--- config.mk ---
export PLATFORM = sky130hd
export DESIGN_NAME = xbar_src_port
export DESIGN_NICKNAME = d
export VERILOG_FILES = /design/src/rtl/xbar_pkg.sv /design/src/rtl/xbar_flit_fifo.sv /design/src/rtl/xbar_src_port.sv
export SDC_FILE = /design/constraint.sdc
export NUM_CORES = 1
export LEC_CHECK = 0
export CAP_MARGIN = 25
export CORE_AREA = 2 2 79 81
export CTS_CLUSTER_DIAMETER = 100
export DETAILED_ROUTE_END_ITERATION = 12
export DIE_AREA = 0 0 81 83
export GPL_ROUTABILITY_DRIVEN = 1
export HOLD_SLACK_MARGIN = 0.08
export PLACE_DENSITY_LB_ADDON = 0.2
export SLEW_MARGIN = 20
export SYNTH_ARGS = -nofsm -noshare
export SYNTH_HDL_FRONTEND = slang
export SYNTH_SLANG_ARGS = --single-unit
--- constraint.sdc ---
create_clock -name clk -period 2.75 [get_ports clk]
set_input_delay 0.55 -clock clk [delete_from_list [all_inputs] [get_ports clk]]
set_output_delay 0.55 -clock clk [all_outputs]
set_load 0.02 [all_outputs]
--- src/rtl/xbar_pkg.sv ---
// Shared definitions for the crossbar source port.
//   N       number of crossbar outputs (width of req_out / gnt_in)
//   DW      flit payload width
//   DEST_W  width of a destination index
//   DEPTH   flit FIFO depth (power of two, >= 2)
//   TO_CYC  request timeout in cycles (only used with XBAR_REQ_TIMEOUT_EN)
// Also holds the requester FSM encoding and the buffered flit layout.
package xbar_pkg;
  localparam int N      = 4;
  localparam int DW     = 8;
  localparam int DEST_W = (N > 1) ? $clog2(N) : 1;
  localparam int DEPTH  = 4;
  localparam int TO_CYC = 15;

  typedef enum logic [1:0] {
    ST_IDLE = 2'd0,
    ST_REQ  = 2'd1,
    ST_XFER = 2'd2
  } state_e;

  typedef struct packed {
    logic              last;
    logic [DEST_W-1:0] dest;
    logic [DW-1:0]     data;
  } flit_t;

  // Destination indices beyond the last output cannot be requested.
  function automatic logic dest_ok(input logic [DEST_W-1:0] d);
    return int'(d) < N;
  endfunction

  function automatic logic [N-1:0] dest_onehot(input logic [DEST_W-1:0] d);
    return {{(N-1){1'b0}}, 1'b1} << d;
  endfunction
endpackage

--- src/rtl/xbar_flit_fifo.sv ---
// Synchronous flit FIFO for the crossbar source port.
//   clk, rst_i  clock and asynchronous active-high reset (empties the FIFO)
//   push_i      write wr_i when not full (a push while full is dropped)
//   wr_i        flit to write
//   pop_i       remove head flit when not empty
//   rd_o        current head flit (valid while !empty_o)
//   full_o      DEPTH flits stored
//   empty_o     no flit stored
module xbar_flit_fifo
  import xbar_pkg::*;
(
  input  logic  clk,
  input  logic  rst_i,
  input  logic  push_i,
  input  flit_t wr_i,
  input  logic  pop_i,
  output flit_t rd_o,
  output logic  full_o,
  output logic  empty_o
);
  localparam int AW   = $clog2(DEPTH);
  localparam int CNTW = AW + 1;

  flit_t            mem_q [DEPTH];
  logic [AW-1:0]    wr_ptr_q, rd_ptr_q;
  logic [CNTW-1:0]  count_q;
  logic             do_push, do_pop;

  assign full_o  = (count_q == CNTW'(DEPTH));
  assign empty_o = (count_q == '0);
  // Full is checked on the stored count only, so a push while full is
  // dropped even if a pop happens in the same cycle.
  assign do_push = push_i & ~full_o;
  assign do_pop  = pop_i & ~empty_o;
  assign rd_o    = mem_q[rd_ptr_q];

  // Pointers wrap naturally because DEPTH is a power of two.
  always_ff @(posedge clk or posedge rst_i) begin
    if (rst_i) begin
      wr_ptr_q <= '0;
      rd_ptr_q <= '0;
      count_q  <= '0;
    end else begin
      if (do_push) wr_ptr_q <= wr_ptr_q + AW'(1);
      if (do_pop)  rd_ptr_q <= rd_ptr_q + AW'(1);
      count_q <= count_q + CNTW'(do_push) - CNTW'(do_pop);
    end
  end

  always_ff @(posedge clk) begin
    if (do_push) mem_q[wr_ptr_q] <= wr_i;
  end
endmodule

--- src/rtl/xbar_src_port.sv ---
// Crossbar source port: buffers ingress flits, requests the destination
// output's arbiter with a one-hot req_out, streams the packet while the
// matching grant bit is high, then drops the request for at least a cycle.
//   clk, rst_in        clock, asynchronous active-high reset
//   in_valid/in_ready  ingress handshake (in_ready = FIFO not full)
//   in_data/in_dest/in_last  ingress flit (dest taken from head flit only)
//   req_out / gnt_in   one-hot request to / grant from the output arbiters
//   tx_valid/tx_data/tx_last  flit toward the crossbar mux (registered)
//   timeout            one-cycle pulse when a request is abandoned
// Optional feature: define XBAR_REQ_TIMEOUT_EN to abandon a request after
// TO_CYC cycles without grant and re-request; otherwise timeout is tied 0.
module xbar_src_port
  import xbar_pkg::*;
(
  input  logic              clk,
  input  logic              rst_in,
  input  logic              in_valid,
  output logic              in_ready,
  input  logic [DW-1:0]     in_data,
  input  logic [DEST_W-1:0] in_dest,
  input  logic              in_last,
  output logic [N-1:0]      req_out,
  input  logic [N-1:0]      gnt_in,
  output logic              tx_valid,
  output logic [DW-1:0]     tx_data,
  output logic              tx_last,
  output logic              timeout
);
  flit_t             wr_flit, head;
  logic              full, empty, push, pop;
  state_e            state_q, state_d;
  logic [DEST_W-1:0] dest_q, dest_d;
  logic              drop_q, drop_d;
  logic [N-1:0]      req_q, req_d;
  logic              tx_valid_q, tx_valid_d;
  logic [DW-1:0]     tx_data_q, tx_data_d;
  logic              tx_last_q, tx_last_d;

  assign wr_flit  = '{last: in_last, dest: in_dest, data: in_data};
  assign in_ready = ~full;
  assign push     = in_valid & ~full;

  xbar_flit_fifo u_fifo (
    .clk     (clk),
    .rst_i   (rst_in),
    .push_i  (push),
    .wr_i    (wr_flit),
    .pop_i   (pop),
    .rd_o    (head),
    .full_o  (full),
    .empty_o (empty)
  );

`ifdef XBAR_REQ_TIMEOUT_EN
  localparam int CW = $clog2(TO_CYC + 1);
  logic [CW-1:0] cnt_q, cnt_d;
  logic          timeout_q, timeout_d;

  always_ff @(posedge clk or posedge rst_in) begin
    if (rst_in) begin
      cnt_q     <= '0;
      timeout_q <= 1'b0;
    end else begin
      cnt_q     <= cnt_d;
      timeout_q <= timeout_d;
    end
  end
  assign timeout = timeout_q;
`else
  assign timeout = 1'b0;
`endif

  always_comb begin
    state_d    = state_q;
    dest_d     = dest_q;
    drop_d     = drop_q;
    req_d      = req_q;
    tx_valid_d = 1'b0;
    tx_data_d  = tx_data_q;
    tx_last_d  = tx_last_q;
    pop        = 1'b0;
`ifdef XBAR_REQ_TIMEOUT_EN
    cnt_d      = '0;
    timeout_d  = 1'b0;
`endif
    unique case (state_q)
      ST_IDLE: begin
        if (!empty) begin
          dest_d = head.dest;
          if (dest_ok(head.dest)) begin
            req_d   = dest_onehot(head.dest);
            drop_d  = 1'b0;
            state_d = ST_REQ;
          end else begin
            // Unroutable packet: never request, just drain it silently.
            drop_d  = 1'b1;
            state_d = ST_XFER;
          end
        end
      end
      ST_REQ, ST_XFER: begin
        if (drop_q) begin
          if (!empty) begin
            pop = 1'b1;
            if (head.last) begin
              drop_d  = 1'b0;
              state_d = ST_IDLE;
            end
          end
        end else if (gnt_in[dest_q] && !empty) begin
          // Popping in the grant cycle gives tx_valid one cycle after grant.
          pop        = 1'b1;
          tx_valid_d = 1'b1;
          tx_data_d  = head.data;
          tx_last_d  = head.last;
          if (head.last) begin
            req_d   = '0;
            state_d = ST_IDLE;
          end else begin
            state_d = ST_XFER;
          end
        end
`ifdef XBAR_REQ_TIMEOUT_EN
        else if (state_q == ST_REQ) begin
          if (cnt_q == CW'(TO_CYC - 1)) begin
            // Abandon; IDLE re-requests the same head flit next cycle.
            req_d     = '0;
            timeout_d = 1'b1;
            state_d   = ST_IDLE;
          end else begin
            cnt_d = cnt_q + CW'(1);
          end
        end
`endif
      end
      default: state_d = ST_IDLE;
    endcase
  end

  always_ff @(posedge clk or posedge rst_in) begin
    if (rst_in) begin
      state_q    <= ST_IDLE;
      dest_q     <= '0;
      drop_q     <= 1'b0;
      req_q      <= '0;
      tx_valid_q <= 1'b0;
      tx_data_q  <= '0;
      tx_last_q  <= 1'b0;
    end else begin
      state_q    <= state_d;
      dest_q     <= dest_d;
      drop_q     <= drop_d;
      req_q      <= req_d;
      tx_valid_q <= tx_valid_d;
      tx_data_q  <= tx_data_d;
      tx_last_q  <= tx_last_d;
    end
  end

  assign req_out  = req_q;
  assign tx_valid = tx_valid_q;
  assign tx_data  = tx_data_q;
  assign tx_last  = tx_last_q;
endmodule

==> impl_metrics.tcl, run 1 <==
set metrics [dict create \
    post_cts_buffers 0 \
    path_clk_slew_ns 0.08 \
    power_frac_comb_pct 38.1 \
    drt_drc_violations_left 0 \
    start_kind "primary input" \
    timing.final.crit_share_pct 90.8 \
    met2_length_um 2630 \
    fmax_mhz 401 \
    highest_layer "met4" \
    setup_viol 0 \
    p_per_area_nw_per_um2 1150 \
    synth_top_area_share_pct 46.2 \
    viasPerCell 5.31 \
    cts_buffers 9 \
    fin_skew_ns 0.0121 \
    gp_congestion 0.686 \
    initial_core_util_pct 49.2 \
    core_um2 5820 \
    irDropWorstVdd_uv 546 \
    setup_ws_ns 0.253 \
    syn_inst 160 \
    grt_pass1_wl_um 7960 \
    synth_area_um2 2860 \
    clock_latency_ns 0.33 \
    slew_headroom_pct 56.6 \
    path_class "primary input to register" \
    fin_area_um2 3520 \
    ys_seq_area_share_pct 68.9 \
    rows 28 \
    n_fill_cell 463 \
    tightest_slew_ns 0.651 \
    syn_to_final_growth_pct 23.2 \
    yosys.area.top_type "edfxtp_1" \
    finalHoldViolCount 0 \
    switchingPower_mw 1.33 \
    routed-wl-met3_um 210 \
    required_ns 2.97 \
    nNetsFinal 234 \
    rsz0062_at_grt "no" \
    hold_buffers 0 \
    vias 1518 \
    io_pins 34 \
    grt_pass1_vias 1641 \
    drv_cap 0 \
    swShare_pct 32.8 \
    crit_fanout 2 \
    cts_tree "built" \
    port_buffers 32 \
    post_cts_resized 0 \
    grt.total_usage_pct 16.2 \
    cellLeakagePower_nw 1.37 \
    synthTopCellsByArea "edfxtp_1 (46%), dfrtp_1 (23%), mux4_2 (8.7%), ha_1 (3.9%), mux2_1 (3.1%)" \
    syn_area_per_cell_um2 17.9 \
    final_antenna_net_count 0 \
    seqPwrFrac_pct 39.7 \
    cts_sinks 70 \
    grt_max_degree 27 \
    antenna_found_initial 0 \
    hold_class "register to register" \
    synthDistinctLibCells 34 \
    ys_seq_elements 70 \
    p_int_mw 2.71 \
    drt_iter0_drc 60 \
    drive_above_1_share_pct 19.9 \
    syn-num-nets 188 \
    dpl.hpwl_um 3310 \
    status "complete, no violations" \
    clkPwrFrac_pct 22.2 \
    globalRoute.totalOverflow 0 \
    met1_length_um 2040 \
    cp-end-kind "register" \
    clockRootBuffer "clkbuf_8" \
    wl_per_cell_um 17.3 \
    ys_warn_count 0 \
    dieArea_um2 6720 \
    placed_area_um2 3300 \
    die-height_um 83 \
    die_w_um 81 \
    slew_violations 0 \
    wirelength_um 4940 \
    clockBufferDepth 2 \
    place_ws_ns -0.0864 \
    min_period_ns 2.50 \
    cts_htree_levels 3 \
    arrival_ns 2.72 \
    drtPass1Iterations 4 \
    antenna_cells 0 \
]
==> state kept, by name, summed over array words and instances (netlist names) <==
| signal | flops |
|---|---|
| u_fifo.mem_q | 44 |
| tx_data | 8 |
| req_out | 4 |
| u_fifo.count_q | 3 |
| dest_q | 2 |
| state_q | 2 |
| u_fifo.rd_ptr_q | 2 |
| u_fifo.wr_ptr_q | 2 |
| drop_q | 1 |
| tx_last | 1 |
| tx_valid | 1 |
==> cells in the mapped netlist, drive strengths merged <==
cell type	n
o21a	1
nor3	1
nand4b	1
and2	1
o311ai	1
edfxtp	44
nor2b	2
o211a	1
xor2	2
o211ai	1
mux2i	1
inv	12
and3	4
nand3	2
o32ai	4
dfrtp	26
mux4	12
mux2	10
or3	1
nand2	9
fa	1
o21ai	3
a21oi	1
buf	4
a21o	2
ha	9
xnor2	3
conb	1
==> cells in the final DEF, fill, tap and decap left out, types with 3 or more instances in the layout <==
cell / n
xnor2_1: 3
clkbuf_8: 9
nand2_1: 9
edfxtp_1: 44
dfrtp_1: 26
buf_4: 7
mux4_2: 11
ha_1: 9
o32ai_1: 4
mux2_1: 8
clkdlybuf4s50_1: 32
inv_1: 10
and3_1: 4
==> cell type report <==
| type | instances | area, µm² | share of cell area, % |
|---|---|---|---|
| flip-flops and latches | 70 | 1970 | 55.9 |
| multi-input cells | 74 | 820 | 23.3 |
| clock buffers | 9 | 124 | 3.51 |
| well taps | 75 | 93.8 | 2.66 |
| clock inverters | 7 | 97.6 | 2.77 |
| inverters | 12 | 45.0 | 1.28 |
| repair buffers | 39 | 373 | 10.6 |
==> worst paths after layout <==
kind	from	to	slack [ns]	cells past startpoint
worst max-delay path	gnt_in[2]	u_fifo.count_q[2]	0.25	8
worst min-delay path	tx_last	tx_last	0.48	1
worst max register to register	dest_q[0]	u_fifo.count_q[2]	0.48	7
worst min register to register	tx_last	tx_last	0.48	1
max in group asynchronous	rst_in	state_q[0]	1.91	3
min in group asynchronous	rst_in	tx_data[3]	0.57	3
==> logic make-up (layout without fill, tap and decap cells) <==
kind of cell | count (synthesis) | after routing | synth area share, %
AOI/OAI and AO/OA | 14 | 14 | 3.76
xor gates and xnor gates | 5 | 5 | 1.53
adders and majority gates | 10 | 10 | 4.63
buffers and inverters | 16 | 67 | 2.45
DFF | 70 | 70 | 68.9
muxes | 23 | 23 | 14.4
other | 1 | 1 | 0.131
and+or+nand+nor | 21 | 21 | 4.15
==> worst max-delay path, stage by stage <==
cell	delay, ns
clkdlybuf4s50_1	0.41
mux4_2	0.48
o211a_1	0.25
ha_1	0.29
inv_1	0.05
ha_1	0.18
fa_1	0.37
xnor2_1	0.13
==> power groups by stage <==
stage	combinational (mW)	sequential [mW]	clock [mW]
5_1_grt	1.70	1.64	0.953
2_1_floorplan	0.933	1.70	0
3_5_place_dp	1.56	1.63	0
6_report	1.54	1.60	0.898
3_3_place_gp	1.50	1.60	0
4_1_cts	1.57	1.61	0.920
==> metrics by stage <==
| stage | TNS [ns] | cells | hold WS, ns | utilization (%) | power (mW) |
|---|---|---|---|---|---|
| finish | 0 | 286 | 0.479 | 60.6 | 4.04 |
| global route | 0 | 286 | 0.505 | 60.6 | 4.28 |
| CTS | 0 | 286 | 0.482 | 60.6 | 4.10 |
| detailed placement | -0.0974 | 270 | 0.466 | 56.8 | 3.19 |
| global placement | -0.0225 | 270 | 0.459 | 56.8 | 3.10 |
| floorplan | 0 | 160 | 0.464 | - | 2.63 |
==> layer usage <==
layer	track usage (%)	vias up
li1	-	700
met1	19.5	780
met2	26.7	34
met3	4.13	4
met4	8.32	0
met5	0	-
No activity file was read; power rests on OpenSTA's default activity.
==> inputs of run 2 (changes only) <==
--- a/config.mk
+++ b/config.mk
@@ -6,12 +6,14 @@
 export NUM_CORES = 1
 export LEC_CHECK = 0
 export CAP_MARGIN = 25
-export CORE_AREA = 2 2 79 81
+export CELL_PAD_IN_SITES_DETAIL_PLACEMENT = 1
+export CELL_PAD_IN_SITES_GLOBAL_PLACEMENT = 1
+export CORE_AREA = 2 2 82 84
 export CTS_CLUSTER_DIAMETER = 100
 export DETAILED_ROUTE_END_ITERATION = 12
-export DIE_AREA = 0 0 81 83
+export DIE_AREA = 0 0 84 86
 export GPL_ROUTABILITY_DRIVEN = 1
-export HOLD_SLACK_MARGIN = 0.08
+export HOLD_SLACK_MARGIN = 0.15
 export PLACE_DENSITY_LB_ADDON = 0.2
 export SLEW_MARGIN = 20
 export SYNTH_ARGS = -nofsm -noshare
==> impl_metrics.tcl, run 2 (same netlist as run 1, synthesis figures left out) <==
set metrics [dict create \
    cpMaxStageDelayCell "mux4_2" \
    r2r_end "u_fifo.count_q[2]" \
    required_ns 2.99 \
    hp-start "tx_last" \
    grt_pass1_wl_um 8900 \
    slew_headroom_pct 56.7 \
    grt.total_usage_pct 16.7 \
    antenna_found_initial 0 \
    fin_tns_setup_ns 0 \
    drive_above_1_share_pct 19.5 \
    hold_class "register to register" \
    post_cts_resized 0 \
    arrival_ns 2.72 \
    status "complete, no violations" \
    routed-wl-met3_um 182 \
    io_pins 34 \
    highest_layer "met4" \
    worstRegToRegCells 7 \
    cellLeakagePower_nw 1.38 \
    rrSetupSlack_ns 0.48 \
    drv_cap 0 \
    hold_end "tx_last" \
    slew_violations 0 \
    dpl.hpwl_um 3610 \
    cts_sinks 70 \
    drt_drc_violations_left 0 \
    finalHoldViolCount 0 \
    rows 29 \
    largest_register_ffs 44 \
    path_clk_slew_ns 0.07 \
    gp_congestion 0.669 \
    final_antenna_net_count 0 \
    clockRootBuffer "clkbuf_8" \
    placed_area_um2 3310 \
    wirelength_um 5300 \
    port_buffers 32 \
    dieArea_um2 7220 \
    p_per_area_nw_per_um2 1160 \
    die_w_um 84 \
    r2r_start "dest_q[0]" \
    start_kind "primary input" \
    layout_commonest_cell "edfxtp_1" \
    largest-register "u_fifo.mem_q" \
    final_cell_mix "edfxtp_1 (44), clkdlybuf4s50_1 (32), dfrtp_1 (26)" \
    clock_latency_ns 0.35 \
    vias 1545 \
    cp-end-kind "register" \
    clockBufferDepth 2 \
    cts_htree_levels 3 \
    antenna_cells 0 \
    met1_length_um 2230 \
    hold-worst-slack_ns 0.499 \
    fmax_mhz 403 \
    viasPerCell 5.38 \
    syn_to_final_growth_pct 23.8 \
    core_um2 6280 \
    fin_skew_ns 0.00567 \
    tightest_slew_ns 0.650 \
    irDropWorstVdd_uv 563 \
    power_mw 4.12 \
    wl_per_cell_um 18.5 \
    place_ws_ns -0.104 \
    hold_buffers 0 \
    grt_pass1_vias 1733 \
    die-height_um 86 \
    cts_buffers 9 \
    drt_iter0_drc 29 \
    grt_max_degree 27 \
    path_class "primary input to register" \
    initial_core_util_pct 45.6 \
    cpMostUsedCell "ha_1" \
    cts_tree "built" \
    nNetsFinal 233 \
    fin_area_um2 3540 \
    rsz0062_at_grt "no" \
    drtPass1Iterations 4 \
    met2_length_um 2760 \
    crit_chain "clkdlybuf4s50_1 > mux4_2 > o211a_1 > ha_1 > inv_1 > ha_1 > fa_1 > xnor2_1" \
    timing.final.crit_share_pct 90.3 \
    critPathMaxStageDelay_ns 0.48 \
    globalRoute.totalOverflow 0 \
    min_period_ns 2.48 \
    post_cts_buffers 0 \
    setup_ws_ns 0.266 \
    crit_fanout 2 \
    hold_path_depth 1 \
    setup_viol 0 \
]
==> run 2: cell count changes in the layout (fill, tap and decap cells not counted) <==
cell / previous run / this run
buf_12: 0 / 1
buf_4: 7 / 5
clkbuf_8: 9 / 11
clkinvlp_4: 2 / 1
inv_6: 1 / 0
==> run 2: worst max path at each step <==
stage               from                end  slack, ns  cells after the start
6_report       gnt_in[2]  u_fifo.count_q[2]       0.27                      8
5_1_grt        gnt_in[3]  u_fifo.count_q[2]       0.18                      8
4_1_cts        gnt_in[3]  u_fifo.count_q[2]       0.26                      8
3_5_place_dp   gnt_in[3]  u_fifo.count_q[2]      -0.10                      8
3_3_place_gp   gnt_in[3]  u_fifo.count_q[2]      -0.03                      8
2_1_floorplan  gnt_in[3]  u_fifo.count_q[2]       0.33                      7
==> run 2: stage by stage <==
| step | std cells | utilization (%) |
|---|---|---|
| finish | 287 | 56.4 |
| global placement | 271 | 52.7 |
| global route | 287 | 56.4 |
| CTS | 287 | 56.4 |
| detailed placement | 271 | 52.7 |
| floorplan | 160 | - |
==> run 2: layout make-up <==
class	count	area (µm²)
flip-flops and latches	70	1970
clock buffers	11	151
clock inverters	5	81.3
inverters	12	45.0
repair buffers	38	378
multi-input cells	74	820
fillers	584	2730
well taps	77	96.3
==> run 2: worst max-delay path, delay by kind of cell <==
family / cells / cell delay (ns)
adders and majority gates: 3 / 0.84
xor gates and xnor gates: 1 / 0.13
muxes: 1 / 0.48
buffers and inverters: 2 / 0.47
AOI/OAI and AO/OA: 1 / 0.25
==> run 2: power by group <==
group          switching [mW]  internal [mW]  leakage [nW]
combinational           0.810          0.764         0.546
sequential              0.145           1.45         0.721
clock                   0.387          0.560         0.116
total                    1.34           2.78          1.38
==> run 2: metal layers <==
metal,up-vias,global-route usage [%]
met1,805,19.9
met3,11,3.66
met5,-,0
li1,694,-
met4,0,9.24
met2,35,28.5
